File: config.mk
export PLATFORM = sky130hd
export DESIGN_NAME = cmd_sequencer_flat
export DESIGN_NICKNAME = d
export VERILOG_FILES = /design/src/rtl/cmd_sequencer_pkg.sv /design/src/rtl/cmd_sequencer_if.sv /design/src/rtl/cmd_sequencer_fifo.sv /design/src/rtl/cmd_sequencer.sv /design/src/flat_wrapper.sv
export SDC_FILE = /design/constraint.sdc
export NUM_CORES = 1
export LEC_CHECK = 0
export ABC_AREA = 1
export BUFFER_PORTS_ARGS = -buffer_cell sky130_fd_sc_hd__buf_2
export CELL_PAD_IN_SITES_DETAIL_PLACEMENT = 1
export CELL_PAD_IN_SITES_GLOBAL_PLACEMENT = 1
export CORE_ASPECT_RATIO = 0.75
export CORE_MARGIN = 2
export CORE_UTILIZATION = 41
export DETAILED_ROUTE_END_ITERATION = 8
export MAX_ROUTING_LAYER = met4
export PLACE_DENSITY_LB_ADDON = 0.1
export SLEW_MARGIN = 15
export SYNTH_ARGS = -nofsm -noshare
export SYNTH_HDL_FRONTEND = slang
export SYNTH_SLANG_ARGS = --single-unit
File: constraint.sdc
create_clock -name clk_i -period 3.1 [get_ports clk_i]
set_input_delay 0.155 -clock clk_i [delete_from_list [all_inputs] [get_ports clk_i]]
set_output_delay 0.155 -clock clk_i [all_outputs]
set_load 0.1 [all_outputs]
File: src/rtl/cmd_sequencer_pkg.sv
// Shared definitions for the command sequencer: opcode values, operation-word
// field offsets and the issue FSM state type.
package cmd_sequencer_pkg;

  localparam logic [3:0] OP_IDLE   = 4'd0;
  localparam logic [3:0] OP_MATMUL = 4'd1;
  localparam logic [3:0] OP_WRITE  = 4'd2;
  localparam logic [3:0] OP_READ   = 4'd3;

  // Operation word layout: {..., chunk1, opcode}
  localparam int unsigned OPCODE_LSB = 0;
  localparam int unsigned CHUNK1_LSB = 4;
  localparam int unsigned OPCODE_W   = CHUNK1_LSB - OPCODE_LSB;

  typedef enum logic [1:0] {
    ST_IDLE,
    ST_ISSUE,
    ST_GAP
  } state_e;

  function automatic logic [OPCODE_W-1:0] opcode_of(input logic [31:0] word);
    return word[OPCODE_LSB +: OPCODE_W];
  endfunction

endpackage

File: src/rtl/cmd_sequencer_if.sv
// Host-side bundle of the command sequencer: operation-word push, serial
// write stream in, serial read stream out.
interface cmd_sequencer_if;

  logic        cmd_valid;
  logic        cmd_ready;
  logic [31:0] cmd_data;
  logic        wr_valid;
  logic        wr_ready;
  logic [31:0] wr_data;
  logic        rd_valid;
  logic [31:0] rd_data;

  modport master (
    output cmd_valid, cmd_data, wr_valid, wr_data,
    input  cmd_ready, wr_ready, rd_valid, rd_data
  );

  modport slave (
    input  cmd_valid, cmd_data, wr_valid, wr_data,
    output cmd_ready, wr_ready, rd_valid, rd_data
  );

endinterface

File: src/rtl/cmd_sequencer_fifo.sv
// Synchronous FIFO for operation words with registered wrap-bit pointers.
// A push while full is accepted only when a pop happens in the same cycle.
module cmd_fifo #(
  parameter int unsigned DEPTH = 4,
  parameter int unsigned WIDTH = 32
) (
  input  logic             clk_i,
  input  logic             reset_i,
  input  logic             push_i,
  input  logic             pop_i,
  input  logic [WIDTH-1:0] data_i,
  output logic [WIDTH-1:0] data_o,
  output logic             full_o,
  output logic             empty_o
);

  localparam int unsigned AW = $clog2(DEPTH);

  logic [WIDTH-1:0] mem_q [DEPTH];
  logic [AW:0]      wr_ptr_q, wr_ptr_d;
  logic [AW:0]      rd_ptr_q, rd_ptr_d;
  logic             do_push, do_pop;

  assign empty_o = (wr_ptr_q == rd_ptr_q);
  assign full_o  = (wr_ptr_q[AW] != rd_ptr_q[AW]) &&
                   (wr_ptr_q[AW-1:0] == rd_ptr_q[AW-1:0]);
  assign do_pop  = pop_i && !empty_o;
  assign do_push = push_i && (!full_o || do_pop);
  assign data_o  = mem_q[rd_ptr_q[AW-1:0]];

  always_comb begin
    wr_ptr_d = wr_ptr_q;
    rd_ptr_d = rd_ptr_q;
    if (do_push) wr_ptr_d = wr_ptr_q + 1'b1;
    if (do_pop)  rd_ptr_d = rd_ptr_q + 1'b1;
  end

  always_ff @(posedge clk_i) begin
    if (reset_i) begin
      wr_ptr_q <= '0;
      rd_ptr_q <= '0;
    end else begin
      wr_ptr_q <= wr_ptr_d;
      rd_ptr_q <= rd_ptr_d;
    end
  end

  always_ff @(posedge clk_i) begin
    if (do_push && !reset_i) mem_q[wr_ptr_q[AW-1:0]] <= data_i;
  end

endmodule

File: src/rtl/cmd_sequencer.sv
// Command sequencer: queues host operation words and issues each to the
// controller for its opcode-specific hold time, streaming page data in/out.
// Optional performance counters are enabled with CMD_SEQ_PERF_EN.
module cmd_sequencer
  import cmd_sequencer_pkg::*;
#(
  parameter int unsigned FIFO_DEPTH = 4,
  parameter int unsigned PAGE_WORDS = 64,
  parameter int unsigned MM_CYCLES  = 160,
  parameter int unsigned READ_LAT   = 1,
  parameter int unsigned CNT_W      = 16
) (
  input  logic              clk_i,
  input  logic              reset_i,
  input  logic              enable_i,
  cmd_sequencer_if.slave    host,
  output logic [31:0]       operation_o,
  output logic [31:0]       in_data_o,
  input  logic [31:0]       out_data_i,
  output logic              ctrl_enable_o,
  output logic              busy_o
`ifdef CMD_SEQ_PERF_EN
  ,
  output logic [31:0]       perf_busy_o,
  output logic [31:0]       perf_stall_o
`endif
);

  state_e            state_q, state_d;
  logic [31:0]       cmd_q, cmd_d;
  logic [CNT_W-1:0]  cnt_q, cnt_d;
  logic [READ_LAT-1:0] tag_q;
  logic              rd_valid_q;
  logic [31:0]       rd_data_q;

  logic              fifo_push, fifo_pop, pop_req;
  logic              fifo_full, fifo_empty;
  logic [31:0]       fifo_dout;
  logic [3:0]        cur_op;
  logic              in_issue, wr_stream, legal_op, tag_in;

  function automatic logic [CNT_W-1:0] hold_count(input logic [3:0] op);
    case (op)
      OP_IDLE:   return CNT_W'(1);
      OP_MATMUL: return CNT_W'(MM_CYCLES);
      OP_WRITE:  return CNT_W'(PAGE_WORDS);
      OP_READ:   return CNT_W'(PAGE_WORDS + READ_LAT);
      default:   return CNT_W'(1);
    endcase
  endfunction

  cmd_fifo #(
    .DEPTH (FIFO_DEPTH),
    .WIDTH (32)
  ) u_fifo (
    .clk_i   (clk_i),
    .reset_i (reset_i),
    .push_i  (fifo_push),
    .pop_i   (fifo_pop),
    .data_i  (host.cmd_data),
    .data_o  (fifo_dout),
    .full_o  (fifo_full),
    .empty_o (fifo_empty)
  );

  assign cur_op    = opcode_of(cmd_q);
  assign legal_op  = cur_op inside {OP_MATMUL, OP_WRITE, OP_READ};
  assign in_issue  = (state_q == ST_ISSUE);
  assign wr_stream = in_issue && (cur_op == OP_WRITE);
  // Tag only the first PAGE_WORDS issue cycles; the last READ_LAT just drain.
  assign tag_in    = in_issue && (cur_op == OP_READ) && (cnt_q > CNT_W'(READ_LAT));

  always_comb begin
    state_d = state_q;
    cmd_d   = cmd_q;
    cnt_d   = cnt_q;
    pop_req = 1'b0;
    case (state_q)
      ST_IDLE, ST_GAP: begin
        if (!fifo_empty) begin
          pop_req = 1'b1;
          cmd_d   = fifo_dout;
          cnt_d   = hold_count(opcode_of(fifo_dout));
          state_d = ST_ISSUE;
        end else begin
          state_d = ST_IDLE;
        end
      end
      ST_ISSUE: begin
        if ((cur_op != OP_WRITE) || host.wr_valid) begin
          cnt_d = cnt_q - CNT_W'(1);
          if (cnt_q == CNT_W'(1)) state_d = ST_GAP;
        end
      end
      default: state_d = ST_IDLE;
    endcase
  end

  // A pop frees a slot in the same cycle, so a full FIFO still accepts then.
  assign fifo_pop       = pop_req && enable_i && !reset_i;
  assign host.cmd_ready = reset_i || !fifo_full || fifo_pop;
  assign fifo_push      = host.cmd_valid && host.cmd_ready && enable_i && !reset_i;

  assign operation_o   = (!reset_i && in_issue && legal_op) ? cmd_q : '0;
  assign in_data_o     = (!reset_i && wr_stream) ? host.wr_data : '0;
  assign host.wr_ready = !reset_i && enable_i && wr_stream && host.wr_valid;
  assign ctrl_enable_o = !reset_i && enable_i && !(wr_stream && !host.wr_valid);
  assign busy_o        = !reset_i && (!fifo_empty || (state_q != ST_IDLE));
  assign host.rd_valid = !reset_i && enable_i && rd_valid_q;
  assign host.rd_data  = reset_i ? '0 : rd_data_q;

  always_ff @(posedge clk_i) begin
    if (reset_i) begin
      state_q    <= ST_IDLE;
      cmd_q      <= '0;
      cnt_q      <= '0;
      tag_q      <= '0;
      rd_valid_q <= 1'b0;
      rd_data_q  <= '0;
    end else if (enable_i) begin
      state_q    <= state_d;
      cmd_q      <= cmd_d;
      cnt_q      <= cnt_d;
      tag_q[0]   <= tag_in;
      for (int unsigned i = 1; i < READ_LAT; i++) tag_q[i] <= tag_q[i-1];
      rd_valid_q <= tag_q[READ_LAT-1];
      if (tag_q[READ_LAT-1]) rd_data_q <= out_data_i;
    end
  end

`ifdef CMD_SEQ_PERF_EN
  logic [31:0] perf_busy_q, perf_stall_q;

  always_ff @(posedge clk_i) begin
    if (reset_i) begin
      perf_busy_q  <= '0;
      perf_stall_q <= '0;
    end else if (enable_i) begin
      if (busy_o && (perf_busy_q != '1)) perf_busy_q <= perf_busy_q + 1'b1;
      if (wr_stream && !host.wr_valid && (perf_stall_q != '1))
        perf_stall_q <= perf_stall_q + 1'b1;
    end
  end

  assign perf_busy_o  = perf_busy_q;
  assign perf_stall_o = perf_stall_q;
`endif

endmodule

File: src/flat_wrapper.sv
// flat-port wrapper written by rule: the top's interface ports become plain ports
module cmd_sequencer_flat import cmd_sequencer_pkg::*;
#(
  parameter int unsigned FIFO_DEPTH = 4,
  parameter int unsigned PAGE_WORDS = 64,
  parameter int unsigned MM_CYCLES  = 160,
  parameter int unsigned READ_LAT   = 1,
  parameter int unsigned CNT_W      = 16
)
  (clk_i, reset_i, enable_i, operation_o, in_data_o, out_data_i, ctrl_enable_o, busy_o, host_cmd_valid, host_cmd_data, host_wr_valid, host_wr_data, host_cmd_ready, host_wr_ready, host_rd_valid, host_rd_data);
  cmd_sequencer_if host_i ();
  input  logic clk_i;
  input  logic reset_i;
  input  logic enable_i;
  output logic [31:0] operation_o;
  output logic [31:0] in_data_o;
  input  logic [31:0] out_data_i;
  output logic ctrl_enable_o;
  output logic busy_o;
  input wire logic [$bits(host_i.cmd_valid)-1:0] host_cmd_valid;
  input wire logic [$bits(host_i.cmd_data)-1:0] host_cmd_data;
  input wire logic [$bits(host_i.wr_valid)-1:0] host_wr_valid;
  input wire logic [$bits(host_i.wr_data)-1:0] host_wr_data;
  output wire logic [$bits(host_i.cmd_ready)-1:0] host_cmd_ready;
  output wire logic [$bits(host_i.wr_ready)-1:0] host_wr_ready;
  output wire logic [$bits(host_i.rd_valid)-1:0] host_rd_valid;
  output wire logic [$bits(host_i.rd_data)-1:0] host_rd_data;
  assign host_i.cmd_valid = host_cmd_valid;
  assign host_i.cmd_data = host_cmd_data;
  assign host_i.wr_valid = host_wr_valid;
  assign host_i.wr_data = host_wr_data;
  assign host_cmd_ready = host_i.cmd_ready;
  assign host_wr_ready = host_i.wr_ready;
  assign host_rd_valid = host_i.rd_valid;
  assign host_rd_data = host_i.rd_data;
  cmd_sequencer #(.FIFO_DEPTH(FIFO_DEPTH), .PAGE_WORDS(PAGE_WORDS), .MM_CYCLES(MM_CYCLES), .READ_LAT(READ_LAT), .CNT_W(CNT_W)) u_core (.clk_i(clk_i), .reset_i(reset_i), .enable_i(enable_i), .host(host_i), .operation_o(operation_o), .in_data_o(in_data_o), .out_data_i(out_data_i), .ctrl_enable_o(ctrl_enable_o), .busy_o(busy_o));
endmodule
# Yosys cells after proc, flatten, opt, wreduce, memory -nomap -nowiden
# Memory sizes are Yosys's and may differ from the RTL's. A register that Yosys moved wholly into a read port is not among the register bits.
# Cells that the tools add are included.
# totals
ram_bits	128
regBits	90
input_bits	101
elab_cells	88
latchBits	0
mem_count	1
mem_bits_ro	0
# mem_list
name	depth	width	rd	rd_clocked_by_memory_dff	write_ports	line_no	source
u_core.u_fifo.mem_q	4	32	1	1	1	cmd_sequencer_fifo.sv:19	logic [WIDTH-1:0] mem_q [DEPTH];
# op_classes
reduce_logical	41
shifts	0
n_div	0
bitwise	1
muxes	17
n_eq_ne	16
magnitude_cmp	1
addsub	3
mul	0
# ops
operator	count
32-bit two-way mux	3
16-bit two-way mux	2
16-bit case mux with 2 select lines	1
8-bit case mux with 3 select lines	1
1-bit logical AND	22
16-bit by 1-bit equality test with 1-bit output (second input constant)	1
4-bit by 2-bit equality test with 1-bit output (second input constant)	4
16-bit by 1-bit > comparator with 1-bit output (second input constant)	1
16-bit by 1-bit subtractor with 16-bit output (second input constant)	1
4-bit by 1-bit equality test with 1-bit output (second input constant)	2
2-bit two-way mux	4
3-bit by 1-bit adder with 3-bit output (second input constant)	2
2-bit inequality test (second input constant)	3
3-bit AND reduction	2
1-bit logical NOT	5
1-bit logical OR	5
1-bit two-way mux	5
4-bit by 2-bit inequality test with 1-bit output (second input constant)	1
2-bit case mux with 2 select lines	1
4-bit AND reduction	1
2-bit nonzero test	2
3-bit equality test	1
3-bit nonzero test	1
2-bit by 1-bit equality test with 1-bit output (second input constant)	1
7 further kinds	7

# Longest topological paths before layout
# Gate-level depths: netlist (run 1).
# depth
depth_word	13
mapped_depth	11

# Hierarchy
# Synthesis (run 1) repeated with hierarchy kept, for this count alone.
# hier_totals
cells_unflattened	1003
hier_area_um2	9375.2
# modules_own_cells
module	area_per_inst_um2	seq_area_each_um2	n_inst	cells_each
cmd_fifo	5210.0	4003.8	1	372
cmd_sequencer	4165.2	1681.6	1	631

# Worst setup path after synthesis (run 1)
# OpenSTA, ideal clock, no wires.
# synth_timing
path_kind	register -> output
from	register u_core.state_q[0]
to	output host_wr_ready
path_buffers	0
slack_ps	-564
arrival_ps	3509
path_stages_with_launch	5
cell_sequence	dfxtp_1 inv_2 nor2_4 inv_4 nor4_1
# synth_between
elab_chain_cells	4
# synth_rtl
element	line_no	source
start: declaration	cmd_sequencer.sv:29	state_e state_q, state_d;
start signal: assignment	cmd_sequencer.sv:121	state_q <= state_d;
2-bit by 1-bit equality test with 1-bit output	cmd_sequencer.sv:68	assign in_issue = (state_q == ST_ISSUE);
1-bit logical AND	cmd_sequencer.sv:69	assign wr_stream = in_issue && (cur_op == OP_WRITE);
1-bit logical AND (2 in series)	cmd_sequencer.sv:106	assign host.wr_ready = !reset_i && enable_i && wr_stream && host.wr_valid;
end: declaration	flat_wrapper.sv:25	output wire logic [$bits(host_i.wr_ready)-1:0] host_wr_ready;
# Every way passes these cells.

# Worst setup path in the final report (run 1)
# layout_timing
from	register u_core.state_q[0]
to	output in_data_o[29]
# layout_between
elab_chain_cells	4
# layout_rtl
element	line_no	source
2-bit by 1-bit equality test with 1-bit output	cmd_sequencer.sv:68	
1-bit logical AND	cmd_sequencer.sv:69	
1-bit logical AND	cmd_sequencer.sv:105	assign in_data_o = (!reset_i && wr_stream) ? host.wr_data : '0;
32-bit two-way mux	cmd_sequencer.sv:105	
end: declaration	flat_wrapper.sv:16	output logic [31:0] in_data_o;
# Every way passes these cells.

==> results of run 1 <==
synth_stat cells:
cell type | number | area (um2)
nand4_1 | 3 | 18.77
xnor2_1 | 1 | 8.760
nor2_4 | 2 | 22.52
inv_2 | 7 | 26.28
nor2_1 | 270 | 1013
o21ai_1 | 10 | 50.05
nand3b_1 | 1 | 7.510
or2_2 | 1 | 6.260
xor2_1 | 4 | 35.03
edfxtp_1 | 128 | 3844
nand3_4 | 1 | 17.52
buf_2 | 11 | 55.05
clkbuf_1 | 32 | 120.1
o21ai_0 | 113 | 565.5
nand2_2 | 1 | 6.260
inv_4 | 1 | 6.260
conb_1 | 1 | 3.750
o31ai_1 | 1 | 7.510
a21oi_1 | 56 | 280.3
nor3b_1 | 3 | 22.52
and2_1 | 2 | 12.51
buf_1 | 3 | 11.26
nand2_1 | 109 | 409.1
clkinv_1 | 3 | 11.26
o22ai_1 | 28 | 175.2
o2111ai_2 | 1 | 15.01
ha_1 | 7 | 87.58
nor4_1 | 1 | 6.260
dfxtp_1 | 92 | 1842
buf_4 | 7 | 52.55
nand3_1 | 33 | 165.2
clkbuf_2 | 2 | 10.01
o2111ai_1 | 1 | 8.760
nor2_2 | 1 | 6.260
buf_6 | 2 | 22.52
inv_1 | 133 | 499.2
xnor2_2 | 1 | 16.27
kinds of logic (layout without fill, tap and decap cells):
logic type | Yosys count | count (layout) | share of synthesized area [%]
and+or+nand+nor | 428 | 428 | 18.11
DFF | 220 | 220 | 60.05
adders and majority gates | 7 | 7 | 0.9250
buffers and inverters | 201 | 462 | 8.603
xor gates and xnor gates | 6 | 6 | 0.6344
AOI/OAI and AO/OA | 210 | 210 | 11.64
other | 1 | 3 | 0.03961
stage by stage:
| step | setup WS, ns | instance area (um2) | util [%] | hold WS (ns) | std cells |
|---|---|---|---|---|---|
| 5_1_grt | 0.1709 | 13090 | 57.35 | 0.07890 | 1636 |
| 6_report | 0.3916 | 13090 | 57.35 | 0.06378 | 1636 |
| 3_3_place_gp | 0.5847 | 11660 | 51.10 | 0.3736 | 1529 |
| 2_1_floorplan | 0.3692 | 9478 | - | 0.2539 | 1074 |
| 3_5_place_dp | 0.5227 | 11660 | 51.10 | 0.3776 | 1529 |
| 4_1_cts | 0.3188 | 13090 | 57.34 | 0.03487 | 1635 |
power by group:
part | switching, mW | internal, mW
combinational | 0.378 | 0.218
clock | 1.15 | 1.70
sequential | 0.0333 | 3.14
cell type report:
cell class | instances | area, um2 | share of cell area, %
antenna | 1 | 2.502 | 0.01912
clock buffer | 27 | 590.6 | 4.512
clock inverter | 14 | 181.4 | 1.386
inverter | 144 | 543.0 | 4.149
multi-input combinational | 653 | 3019 | 23.07
sequential | 220 | 5687 | 43.45
tap | 300 | 375.4 | 2.868
timing repair buffer | 277 | 2690 | 20.55
worst register-to-register path: stages (launching register included):
cell	delay [ns]
dfxtp_1	0.42
inv_2	0.07
nand2_1	0.07
nand2_1	0.09
o2111ai_2	0.14
nand2_1	0.34
nor2_4	0.17
buf_4	0.46
state kept, by name, summed over array words and instances, names as in the netlist, named ones only:
signal	flops
u_core.cmd_q	32
u_core.u_fifo.mem_q	128
u_core.tag_q	1
u_core.rd_valid_q	1
u_core.u_fifo.rd_ptr_q	3
u_core.cnt_q	16
u_core.state_q	2
u_core.rd_data_q	32
u_core.u_fifo.wr_ptr_q	3
routing by layer:
metal	vias to the layer above	part of all wire [%]	global-route usage (%)
met1	3834	46	28.69
met4	0	1.5	5.059
met2	158	49	36.46
met3	37	3.7	2.984
li1	3970	-	-
met5	-	0	-
worst min path at each step:
stage / from / to / cells past startpoint
finish: host_cmd_valid / u_core.u_fifo.wr_ptr_q[2] / 5
global route: host_cmd_valid / u_core.u_fifo.wr_ptr_q[1] / 5
global placement: host_cmd_data[20] / u_core.u_fifo.mem_q[0][20] / 1
floorplan: host_cmd_data[0] / u_core.u_fifo.mem_q[0][0] / 0
CTS: host_cmd_valid / u_core.u_fifo.wr_ptr_q[2] / 5
detailed placement: host_cmd_data[20] / u_core.u_fifo.mem_q[1][20] / 1
what timing repair did:
item | in CTS | in global routing
resized for setup | 1 | 0
endpoints found under the hold margin | 161 | 0
hold buffers | 65 | 0
setup endpoints to repair | 9 | 0
==> impl_results.md, run 1 <==
- Starting Density: roughly two fifths
- First-pass DRT Iterations: 4
- Grt ovf: 0
- Max FO, Critical Path: 32
- Clk Latency, worst-skew pair: 0.52 ns
- DR DRC count: 0
- WL/cell: 16.19 um
- Worst path cell trace: inv_2 -> nor2_4 -> inv_4 -> nor2_4 -> nand2_2 -> nor2_1 -> buf_12
- CP Depth: 7
- First-pass GRT wire length: 42390 um
- Post-CTS Setup Repair Bufs: 0
- CP bufs+invs: 3
- Most frequent cells in the layout: 266 x nor2_1, 136 x buf_2, 133 x inv_1
- Reg-to-reg endpoint: u_core.u_fifo.mem_q[0][27]
- Clock Sinks: 220
- Detail Route Antenna Nets: 0
- # IOs: 202
- Slowest-stage cell, CP: dfxtp_1
- Final hold vios: 0
- Clk slew on worst S/H paths: 0.07 ns
- CTS Buffer Depth: 3
- Via-per-instance ratio: 4.889
- Final setup fails: 0
- Worst Hold Class: in2reg
- HPWL after DPL: 16240 um
- Final Skew: roughly 0.026 ns
- PnR Total Power: about 6.6 mW
- CP max stage delay: roughly 0.40 ns
- Peak VDD IR: roughly 0.46 mV
- Core area: 22820 um2
- H-Tree Depth: 1
- Most common cell after layout, fill and taps aside: nor2_1
- Post-synthesis sequential area ratio: 60.05%
- Max Clk Rate: 369.2 MHz
- Max-slew violation count: 0
- Crit path from: u_core.state_q[0]
- Startpoint types: flip-flop
- Worst Tran Pin Value: 1.029 ns
- Largest net degree at the start of global routing: 71
- RR Startpoint: u_core.u_fifo.wr_ptr_q[1]
- Max_slew headroom: 31.15%
- Leak pwr: 5.345 nW
- Synth Area per Inst: around 9 um2
- Tmin final: 2.708 ns
- Initial DRC Count: around 460
- Fin crit share: 87.37%
- Synth Cell Area: 9468 um2
- Die width: approximately 180 um
- Cts bufs inserted: 23
- Yosys warns: 0
- CP top delay family: simple AND/OR/NAND/NOR gates
- Worst R2R Setup Slack: 0.94 ns
- CP Capture Point: in_data_o[29]
- RSZ-0062 raised after global routing: no
- Site row count: 48
- Crit. End Element: output port
- Port Buf Inserts: 199
- Status: complete, no violations
- Layout area overhead: 38.24%
- Mapped Cells: 1073
- Yosys reg bits: 220
- GP Congestion: 0.7820
- # nets final: roughly 1400
- # fillers: 2639
- Power per cell area: 506.0 nW/um2
- Die area: approximately 24000 um2
- R2R depth: 7
- WP data required: 2.94 ns
- Post-synthesis cell type count: 37
- Initial antenna violation count: 1
- Max Cap Viol: 0
- CTS tree: built
- GR Util All Layers: 21.90%
- Layout cells sized above 1: 20.30%
- Crit path kind: reg2out
- Crit-path most repeated cell: nor2_4
- Worst path arrival time: 2.55 ns
- Vias in the first global route: 8268
- DRT Wirelength: 26480 um
- Die Ht: 135.6 um
- Vias: 7999
- Clk root buf: clkbuf_16
- Total negative slack: 0 ns
No activity file was read; power rests on OpenSTA's default activity.
==> inputs of run 2 (changes only) <==
--- a/config.mk
+++ b/config.mk
@@ -11,7 +11,8 @@
 export CELL_PAD_IN_SITES_GLOBAL_PLACEMENT = 1
 export CORE_ASPECT_RATIO = 0.75
 export CORE_MARGIN = 2
-export CORE_UTILIZATION = 41
+export CORE_UTILIZATION = 42
+export CTS_BUF_LIST = sky130_fd_sc_hd__clkbuf_8
 export DETAILED_ROUTE_END_ITERATION = 8
 export MAX_ROUTING_LAYER = met4
 export PLACE_DENSITY_LB_ADDON = 0.1
==> run 2 against run 1 <==
  * Register-to-register slack worse by 0.09 ns
  * Fmax is 7.3% lower
  * Critical endpoint is now operation_o[15]
  * Wire length rose by 7.6%
  * Non-clock buffer count decreased by 3
  * Highest routed layer unchanged
  * Combinational power hardly changed
==> impl_results.md, run 2 (synthesis results as in run 1) <==
- Tmin final: 2.922 ns (+0.2138 ns)
- Vias in the first global route: 8645 (+4.6%)
- Clk root buf: clkbuf_8
- Final hold vios: 0 (unchanged)
- Clk Latency, worst-skew pair: 0.54 ns (+0.02 ns)
- WP data required: 2.94 ns (about the same)
- First-pass DRT Iterations: 5 (+1)
- Cts bufs inserted: 36 (+57%)
- CP bufs+invs: 2 (-1)
- Crit path kind: reg2out
- Slowest-stage cell, CP: o2111ai_4
- Max Cap Viol: 0 (unchanged)
- Clk slew on worst S/H paths: 0.07 ns (about the same)
- Largest net degree at the start of global routing: 71 (unchanged)
- CTS tree: built
- Flop pwr share: 51.6% (+3.7 points)
- Worst path cell trace: inv_2 -> nor2_4 -> o2111ai_4 -> nor2_1 -> buf_12
- Hold_ws: 0.02564 ns (-0.03814 ns)
- Status: complete, no violations
- Site row count: 47 (-2.1%)
- Placement Cell Area: 11650 um2 (about the same)
- DR DRC count: 0 (unchanged)
- Initial antenna violation count: 1 (unchanged)
- Internal power: 4.554 mW (-10%)
- Clock Sinks: 220 (unchanged)
- Peak VDD IR: 0.3166 mV (-32%)
- Fin crit share: 94.26% (+6.9 points)
- Startpoint types: flip-flop
- # IOs: 202 (unchanged)
- Vias: 8210 (+2.6%)
- Pre-CTS WS: 0.4381 ns (-0.08458 ns)
- GP Congestion: 0.7623 (-2.5%)
- Layout cells sized above 1: 20.59% (+0.29 points)
- Most frequent cells in the layout: 266 x nor2_1, 149 x inv_1, 136 x buf_2
- Flip-flop count of the largest register after layout: 128 (unchanged)
- Max-slew violation count: 0 (unchanged)
- Crit. End Element: output port
- Final setup fails: 0 (unchanged)
- Die width: 177.4 um (-1.2%)
- Grt ovf: 0 (unchanged)
- DRT Wirelength: 28480 um (+7.6%)
- CP max stage delay: 0.62 ns (+0.22 ns)
- Worst Tran Pin Value: 1.056 ns (+0.02657 ns)
- NetSw: 1.599 mW (+2.3%)
- Die area: 23770 um2 (-2.3%)
- Leak pwr: 5.364 nW (+0.36%)
- Switching share of power: 25.99% (+2.4 points)
- Die Ht: 134.0 um (-1.2%)
- Power per cell area: 474.9 nW/um2 (-6.1%)
- Placed insts: 1521 (-0.52%)
- Layout area overhead: 36.86%
- Initial DRC Count: 467 (+1.3%)
- Starting Density: 42.82% (+1.3 points)
- # nets final: 1437 (+0.70%)
- Finished Layout Cells: 1650 (+0.86%)
- Most common cell after layout, fill and taps aside: nor2_1
- Worst Hold Class: in2reg
- Via-per-instance ratio: 4.976 (+1.8%)
- Finished Cell Area: 12960 um2 (-1.0%)
- WL/cell: 17.26 um (+6.6%)
- Final Worst Setup Slack: 0.1778 ns (-0.2138 ns)
- Final Skew: 0.01875 ns (-0.007158 ns)
- First-pass GRT wire length: 44940 um (+6.0%)
- Max_slew headroom: 29.37% (-1.8 points)
- Share of total power in combinational logic: 9.8% (+0.8 points)
- Worst path arrival time: 2.77 ns (+0.22 ns)
- Max FO, Critical Path: 30 (-6.3%)
- Clk network pwr share: 38.6% (-4.4 points)
- Max Clk Rate: 342.2 MHz (-7.3%)
- RSZ-0062 raised after global routing: yes
- Total negative slack: 0 ns (unchanged)
- CP top delay family: simple AND/OR/NAND/NOR gates
- CTS Buffer Depth: 3 (unchanged)
- Port Buf Inserts: 199 (unchanged)
- Detail Route Antenna Nets: 0 (unchanged)
- Core area: 22110 um2 (-3.1%)
- HPWL after DPL: 17130 um (+5.5%)
- H-Tree Depth: 2 (+1)
- GR Util All Layers: 24.71% (+2.8 points)
- Worst R2R Setup Slack: 0.85 ns (-0.09 ns)
[run 2: cell types whose count changed in the layout (fill, tap and decap cells not counted), sizes merged]
| cell | previous run | this run |
|---|---|---|
| buf | 212 | 210 |
| bufinv | 4 | 0 |
| clkbuf | 27 | 40 |
| clkinvlp | 4 | 1 |
| dlygate4sd3 | 65 | 64 |
| inv | 142 | 159 |
[run 2: power by group through the flow]
stage | Clock [mW] | Combinational, mW | Sequential [mW]
6_report | 2.38 | 0.600 | 3.18
5_1_grt | 2.56 | 0.674 | 3.18
4_1_cts | 2.42 | 0.597 | 3.18
3_5_place_dp | 0 | 0.529 | 3.24
3_3_place_gp | 0 | 0.510 | 3.24
2_1_floorplan | 0 | 0.346 | 3.23
[run 2: worst register-to-register path: stages, from the launching register on]
cell,delay [ns]
dfxtp_1,0.43
inv_2,0.08
nand2_1,0.07
nand2_1,0.11
o2111ai_2,0.17
nand2_1,0.35
nor2_4,0.17
buf_4,0.48
[run 2: final timing paths]
kind | endpoint | start | cells past startpoint
max reg2reg | u_core.u_fifo.mem_q[2][28] | u_core.u_fifo.wr_ptr_q[1] | 7
max | operation_o[15] | u_core.state_q[0] | 5
min reg2reg | u_core.rd_data_q[11] | u_core.rd_data_q[11] | 2
min | u_core.u_fifo.wr_ptr_q[0] | host_cmd_valid | 5
[run 2: timing repair]
item                                   CTS  global route
gates resized for setup                  1             0
hold buffers                            64             0
endpoints found under the hold margin  160             0
setup buffers                            0             0
setup endpoints to repair               32             4
[run 2: routing by layer]
layer / routed length [um] / part of all wire [%] / GRT usage [%]
met5: 0 / 0 / -
met4: 504 / 1.8 / 7.149
met3: 1640 / 5.8 / 4.507
met2: 14090 / 49 / 40.92
met1: 12240 / 43 / 31.14
[run 2: layout make-up]
cell class	instances	area [um2]
tap	294	367.9
clock inverter	24	111.4
clock buffer	40	550.5
inverter	144	543.0
antenna	1	2.502
multi-input combinational	653	3030
fill	2581	9154
sequential	220	5687
timing repair buffer	274	2665
[run 2: metrics by stage]
stage | power, mW | util, %
after floorplan | 3.575 | -
after global placement | 3.746 | 52.69
after detailed placement | 3.768 | 52.69
after CTS | 6.196 | 58.59
after global routing | 6.414 | 58.60
final | 6.154 | 58.60
